$ cat config.mk
export PLATFORM = sky130hd
export DESIGN_NAME = code_sender
export DESIGN_NICKNAME = d
export VERILOG_FILES = /design/src/rtl/code_sender.sv
export SDC_FILE = /design/constraint.sdc
export NUM_CORES = 1
export LEC_CHECK = 0
export ABC_AREA = 1
export BUFFER_PORTS_ARGS = -buffer_cell sky130_fd_sc_hd__buf_2
export CORE_ASPECT_RATIO = 0.75
export CORE_MARGIN = 4
export CORE_UTILIZATION = 35
export DETAILED_ROUTE_END_ITERATION = 6
export PLACE_DENSITY = 0.65
export SYNTH_ARGS = -nofsm -noshare
export SYNTH_HDL_FRONTEND = slang
export SYNTH_SLANG_ARGS = --single-unit
export TNS_END_PERCENT = 5
$ cat constraint.sdc
create_clock -name clk -period 1.55 [get_ports clk]
set_clock_uncertainty 0.15 [all_clocks]
set_input_delay 0.2325 -clock clk [delete_from_list [all_inputs] [get_ports clk]]
set_output_delay 0.2325 -clock clk [all_outputs]
set_load 0.01 [all_outputs]
$ cat src/rtl/code_sender.sv
// Bit-serial code transmitter for the push-button sequence-lock receiver.
// Sends a latched code MSB first, each bit marked by an active-low press_n strobe paced by tick_en.
module code_sender #(
    parameter int CODE_LEN    = 7,
    parameter int SETUP_TICKS = 1,
    parameter int PRESS_TICKS = 2
) (
    input  logic                clk,
    input  logic                rst,
    input  logic                tick_en,
    input  logic                start,
    input  logic                abort,
    input  logic [CODE_LEN-1:0] code,
    output logic                bit_out,
    output logic                press_n,
    output logic                busy,
    output logic                done,
    output logic [3:0]          bit_idx
);

    localparam int MAX_TICKS = (SETUP_TICKS > PRESS_TICKS) ? SETUP_TICKS : PRESS_TICKS;
    localparam int CNT_W     = (MAX_TICKS < 2) ? 1 : $clog2(MAX_TICKS);

    localparam logic [CNT_W-1:0] SETUP_LAST = CNT_W'(SETUP_TICKS - 1);
    localparam logic [CNT_W-1:0] PRESS_LAST = CNT_W'(PRESS_TICKS - 1);
    localparam logic [3:0]       LAST_IDX   = 4'(CODE_LEN - 1);

    localparam logic [2:0] ST_IDLE    = 3'd0;
    localparam logic [2:0] ST_SETUP   = 3'd1;
    localparam logic [2:0] ST_PRESS   = 3'd2;
    localparam logic [2:0] ST_RELEASE = 3'd3;
    localparam logic [2:0] ST_DONE    = 3'd4;

    logic [2:0]          state_r,    state_s;
    logic [CODE_LEN-1:0] shift_r,    shift_s;
    logic [CNT_W-1:0]    tick_cnt_r, tick_cnt_s;
    logic                bit_out_r,  bit_out_s;
    logic                press_n_r,  press_n_s;
    logic                busy_r,     busy_s;
    logic                done_r,     done_s;
    logic [3:0]          bit_idx_r,  bit_idx_s;

    // Next-state and next-output computation; abort in any active state takes priority over ticks.
    always_comb begin
        state_s    = state_r;
        shift_s    = shift_r;
        tick_cnt_s = tick_cnt_r;
        bit_out_s  = bit_out_r;
        press_n_s  = press_n_r;
        busy_s     = busy_r;
        done_s     = 1'b0;
        bit_idx_s  = bit_idx_r;

        if (abort && (state_r != ST_IDLE)) begin
            state_s    = ST_IDLE;
            tick_cnt_s = '0;
            press_n_s  = 1'b1;
            busy_s     = 1'b0;
            bit_idx_s  = 4'd0;
        end else begin
            case (state_r)
                ST_IDLE: begin
                    press_n_s = 1'b1;
                    if (start) begin
                        shift_s    = code;
                        bit_out_s  = code[CODE_LEN-1];
                        bit_idx_s  = 4'd0;
                        busy_s     = 1'b1;
                        tick_cnt_s = '0;
                        state_s    = ST_SETUP;
                    end else begin
                        state_s = ST_IDLE;
                    end
                end

                ST_SETUP: begin
                    if (tick_en) begin
                        if (tick_cnt_r == SETUP_LAST) begin
                            tick_cnt_s = '0;
                            press_n_s  = 1'b0;
                            state_s    = ST_PRESS;
                        end else begin
                            tick_cnt_s = tick_cnt_r + 1'b1;
                        end
                    end else begin
                        tick_cnt_s = tick_cnt_r;
                    end
                end

                ST_PRESS: begin
                    if (tick_en) begin
                        if (tick_cnt_r == PRESS_LAST) begin
                            tick_cnt_s = '0;
                            press_n_s  = 1'b1;
                            state_s    = ST_RELEASE;
                        end else begin
                            tick_cnt_s = tick_cnt_r + 1'b1;
                        end
                    end else begin
                        tick_cnt_s = tick_cnt_r;
                    end
                end

                // Data stays put for one full tick after the strobe rises before the next bit appears.
                ST_RELEASE: begin
                    if (tick_en) begin
                        if (bit_idx_r == LAST_IDX) begin
                            done_s  = 1'b1;
                            state_s = ST_DONE;
                        end else begin
                            shift_s   = {shift_r[CODE_LEN-2:0], 1'b0};
                            bit_out_s = shift_r[CODE_LEN-2];
                            bit_idx_s = bit_idx_r + 4'd1;
                            state_s   = ST_SETUP;
                        end
                    end else begin
                        state_s = ST_RELEASE;
                    end
                end

                ST_DONE: begin
                    busy_s  = 1'b0;
                    state_s = ST_IDLE;
                end

                default: begin
                    state_s    = ST_IDLE;
                    tick_cnt_s = '0;
                    press_n_s  = 1'b1;
                    busy_s     = 1'b0;
                    bit_idx_s  = 4'd0;
                end
            endcase
        end
    end

    // State and output registers; async reset releases press_n without waiting for a clock.
    always_ff @(posedge clk or negedge rst) begin
        if (!rst) begin
            state_r    <= ST_IDLE;
            shift_r    <= '0;
            tick_cnt_r <= '0;
            bit_out_r  <= 1'b0;
            press_n_r  <= 1'b1;
            busy_r     <= 1'b0;
            done_r     <= 1'b0;
            bit_idx_r  <= 4'd0;
        end else begin
            state_r    <= state_s;
            shift_r    <= shift_s;
            tick_cnt_r <= tick_cnt_s;
            bit_out_r  <= bit_out_s;
            press_n_r  <= press_n_s;
            busy_r     <= busy_s;
            done_r     <= done_s;
            bit_idx_r  <= bit_idx_s;
        end
    end

    assign bit_out = bit_out_r;
    assign press_n = press_n_r;
    assign busy    = busy_r;
    assign done    = done_r;
    assign bit_idx = bit_idx_r;

endmodule

==> results_dict.tcl <==
set metrics [dict create \
    status "finished, final reports clean" \
    seqPwrFrac_pct 33.5 \
    numCtsBuffers 3 \
    fillers 294 \
    timing.rr.start "state_r[2]" \
    ys.warnings.count 0 \
    peakVddDrop_mv 0.7530 \
    synth_area_leaders "dfrtp_1 39%, nand2_1 19%, nand3_1 10%" \
    slowest_delay_ns 0.45 \
    grt_start_max_net_pins 19 \
    power.switching_mw 0.9812 \
    dpl.hpwl_mm 1.926 \
    route.detailed.drc 0 \
    fin_crit_ns 1.474 \
    track_usage_pct 14.25 \
    p_comb_share_pct 49.5 \
    rsz0062_at_grt "true" \
    die-area_um2 4055 \
    overflow 0 \
    drt_iter0_markers 38 \
    clk_path_buf_depth 2 \
    finalSetupTns_ns 0 \
    ys_types 22 \
    synth_xor_area_share_pct 1.618 \
    yosys-mux-area-fraction_pct 0 \
    ant_nets 0 \
    nets 194 \
    p_clk_share_pct 17.0 \
    min_path_type "primary input to register" \
    leakagePower_nw 0.7745 \
    yosysTopAreaCell "dfrtp_1" \
    synth_top_family_by_area "simple AND/OR/NAND/NOR gates" \
    max_freq_ghz 0.6782 \
    drive_gt1_share_pct 32.40 \
    netlist.area_leader.share_pct 39.31 \
    post-route-period-util_pct 95.12 \
    drt-vias-per-instance 4.843 \
    end_kind "register" \
    path_class "register to register" \
    hold_viol_final 0 \
    grt_pass1_wl_mm 4.505 \
    routedWlPerCell_um 12.15 \
    antenna_found_initial 0 \
    diodes 0 \
    reg2regPathDepth 5 \
    slowest_stage "dfrtp_2" \
    rows 17 \
    grt_pass1_vias 1009 \
    holdPathEnd "shift_r[0]" \
    core-area_um2 2957 \
    synth_compound_area_share_pct 3.699 \
    max_cap_violations 0 \
    crit_path_cell_trace "o21ai_1 -> nand3_1 -> nor2_4 -> nand3_1 -> nand2_1" \
    finalWirelength_mm 2.636 \
    ys_seq_area_share_pct 41.73 \
    tightest_slew_ns 0.4104 \
    io_buffer_count 19 \
    ios 20 \
    p_int_mw 1.312 \
    start_util_pct 36.61 \
    synth_area_per_cell_um2 7.464 \
    die_x_um 72.21 \
    hold_depth 3 \
    synth.cell_area_um2 1082 \
    insertion_delay_ns 0.26 \
    setup_violations 0 \
    synth_fa_ha_area_share_pct 2.312 \
    crit_path_max_fanout 6 \
    r2r_end "bit_idx[3]" \
    worstPathRequired_ns 1.60 \
    path_common_cell "nand3_1" \
    switching_share_pct 42.79 \
    die_h_um 56.16 \
    cts.sinks 18 \
    finalNonFillerCells 217 \
    cts-root-buf "clkbuf_8" \
    start_kind "register" \
    cts_tree "yes" \
    yosys.area_share.simple_pct 44.86 \
    maxSlewViolCount 0 \
    powerDensity_nw_per_um2 1632 \
    rrSetupSlack_ns 0.08 \
    slew_headroom_pct 72.64 \
    gp_congestion 0.8589 \
    arrival_ns 1.52 \
    areaGrowthSynthToFinish_pct 29.83 \
    hp-start "code[0]" \
    clk_pin_slew_ns 0.07 \
    syn-num-nets 159 \
    vias 1051 \
    ys_seq_elements 18 \
    netlist_instances 145 \
    dp.cells 206 \
    drtPass1Iterations 4 \
    h-tree-depth 1 \
]
-- through the flow --
step	utilization [%]	instance area (µm²)	hold slack (ns)	total power, mW	worst slack (ns)
CTS	44.69	1321	0.07157	2.161	0.02015
finish	47.52	1405	0.07576	2.293	0.07559
global route	47.52	1405	0.08299	2.504	-0.03377
detailed placement	42.32	1251	0.03897	1.747	-0.008917
global placement	42.32	1251	0.03767	1.705	0.08663
floorplan	-	1082	-0.2131	1.463	0.08463
-- how the worst max path moves through the flow --
stage / depth (start not counted) / slack [ns] / start / endpoint
finish: 5 / 0.08 / state_r[2] / bit_idx[3]
global route: 8 / -0.03 / state_r[0] / shift_r[0]
CTS: 8 / 0.02 / state_r[1] / shift_r[0]
detailed placement: 8 / -0.009 / state_r[1] / shift_r[5]
global placement: 8 / 0.09 / state_r[1] / shift_r[0]
floorplan: 9 / 0.08 / bit_idx[0] / bit_idx[2]
-- flip-flops by register name, indices dropped and copies added, names as in the netlist --
register / count
bit_idx: 4
busy: 1
shift_r: 6
tick_cnt_r: 1
bit_out: 1
done: 1
press_n: 1
state_r: 3
-- cell usage after synthesis --
master / instances
nand2_1: 56
nand3_1: 22
dfrtp_1: 17
inv_1: 10
nor2_1: 8
nand2_2: 4
nand2_4: 3
nand4_1: 3
nor2_2: 3
o21ai_1: 3
ha_1: 2
inv_2: 2
o21ai_0: 2
xor2_1: 2
buf_6: 1
dfstp_2: 1
inv_4: 1
nand3_2: 1
nand3_4: 1
nor2_4: 1
o211ai_1: 1
o31ai_1: 1
-- timing repair --
action / 4_1_cts / 5_1_grt
endpoints found under the setup margin: 3 / 15
pin swaps: 0 / 4
resized for setup: 1 / 10
endpoints found under the hold margin: 17 / 0
buffers inserted: 0 / 6
cloned: 0 / 0
hold buffers: 1 / 0
-- cell families (layout without fill, tap and decap cells) --
group / count (synthesis) / count (layout)
AO/OA/AOI/OAI: 7 / 7
XOR/XNOR: 2 / 2
adder cells (fa/ha/maj): 2 / 2
buffers and inverters: 14 / 48
flip-flops: 18 / 18
AND/OR/NAND/NOR: 102 / 102
-- final cells by class --
cell class              instances  area, µm²  area share [%]
clock buffers                   4      55.05           3.918
inverters                      13      51.30           3.651
multi-input cells             113      595.6           42.39
flip-flops and latches         18      455.4           32.41
well taps                      38      47.55           3.384
repair buffers                 31      200.2           14.25
-- power groups by stage --
stage               combinational, mW  clock, mW  sequential, mW
floorplan                       0.695          0           0.768
global placement                0.953          0           0.751
detailed placement              0.990          0           0.757
CTS                              1.00      0.403           0.756
global route                     1.28      0.434           0.789
finish                           1.14      0.390           0.767
-- worst max-delay path, delay by kind of cell, from the launching register on --
| family | cells | cell delay (ns) |
|---|---|---|
| and+or+nand+nor | 4 | 0.50 |
| DFF | 1 | 0.45 |
| AOI/OAI and AO/OA | 1 | 0.30 |
-- per-layer routing --
layer | global-route usage (%) | wire, µm
met4 | 6.702 | 69
met5 | 0 | 0
met3 | 4.332 | 124
met1 | 18.49 | 1192
met2 | 21.40 | 1249
-- cell usage in the layout, fill, tap and decap left out, types with 4 or more instances in the layout --
cell type and count:
inv_2 4, buf_2 19, nand3_1 22, nor2_1 8, dfrtp_1 14, inv_1 8, nand2_2 6, nor2_4 4
buf_4 10, nand2_1 54, clkbuf_8 4
(Power assumes the default switching activity.)
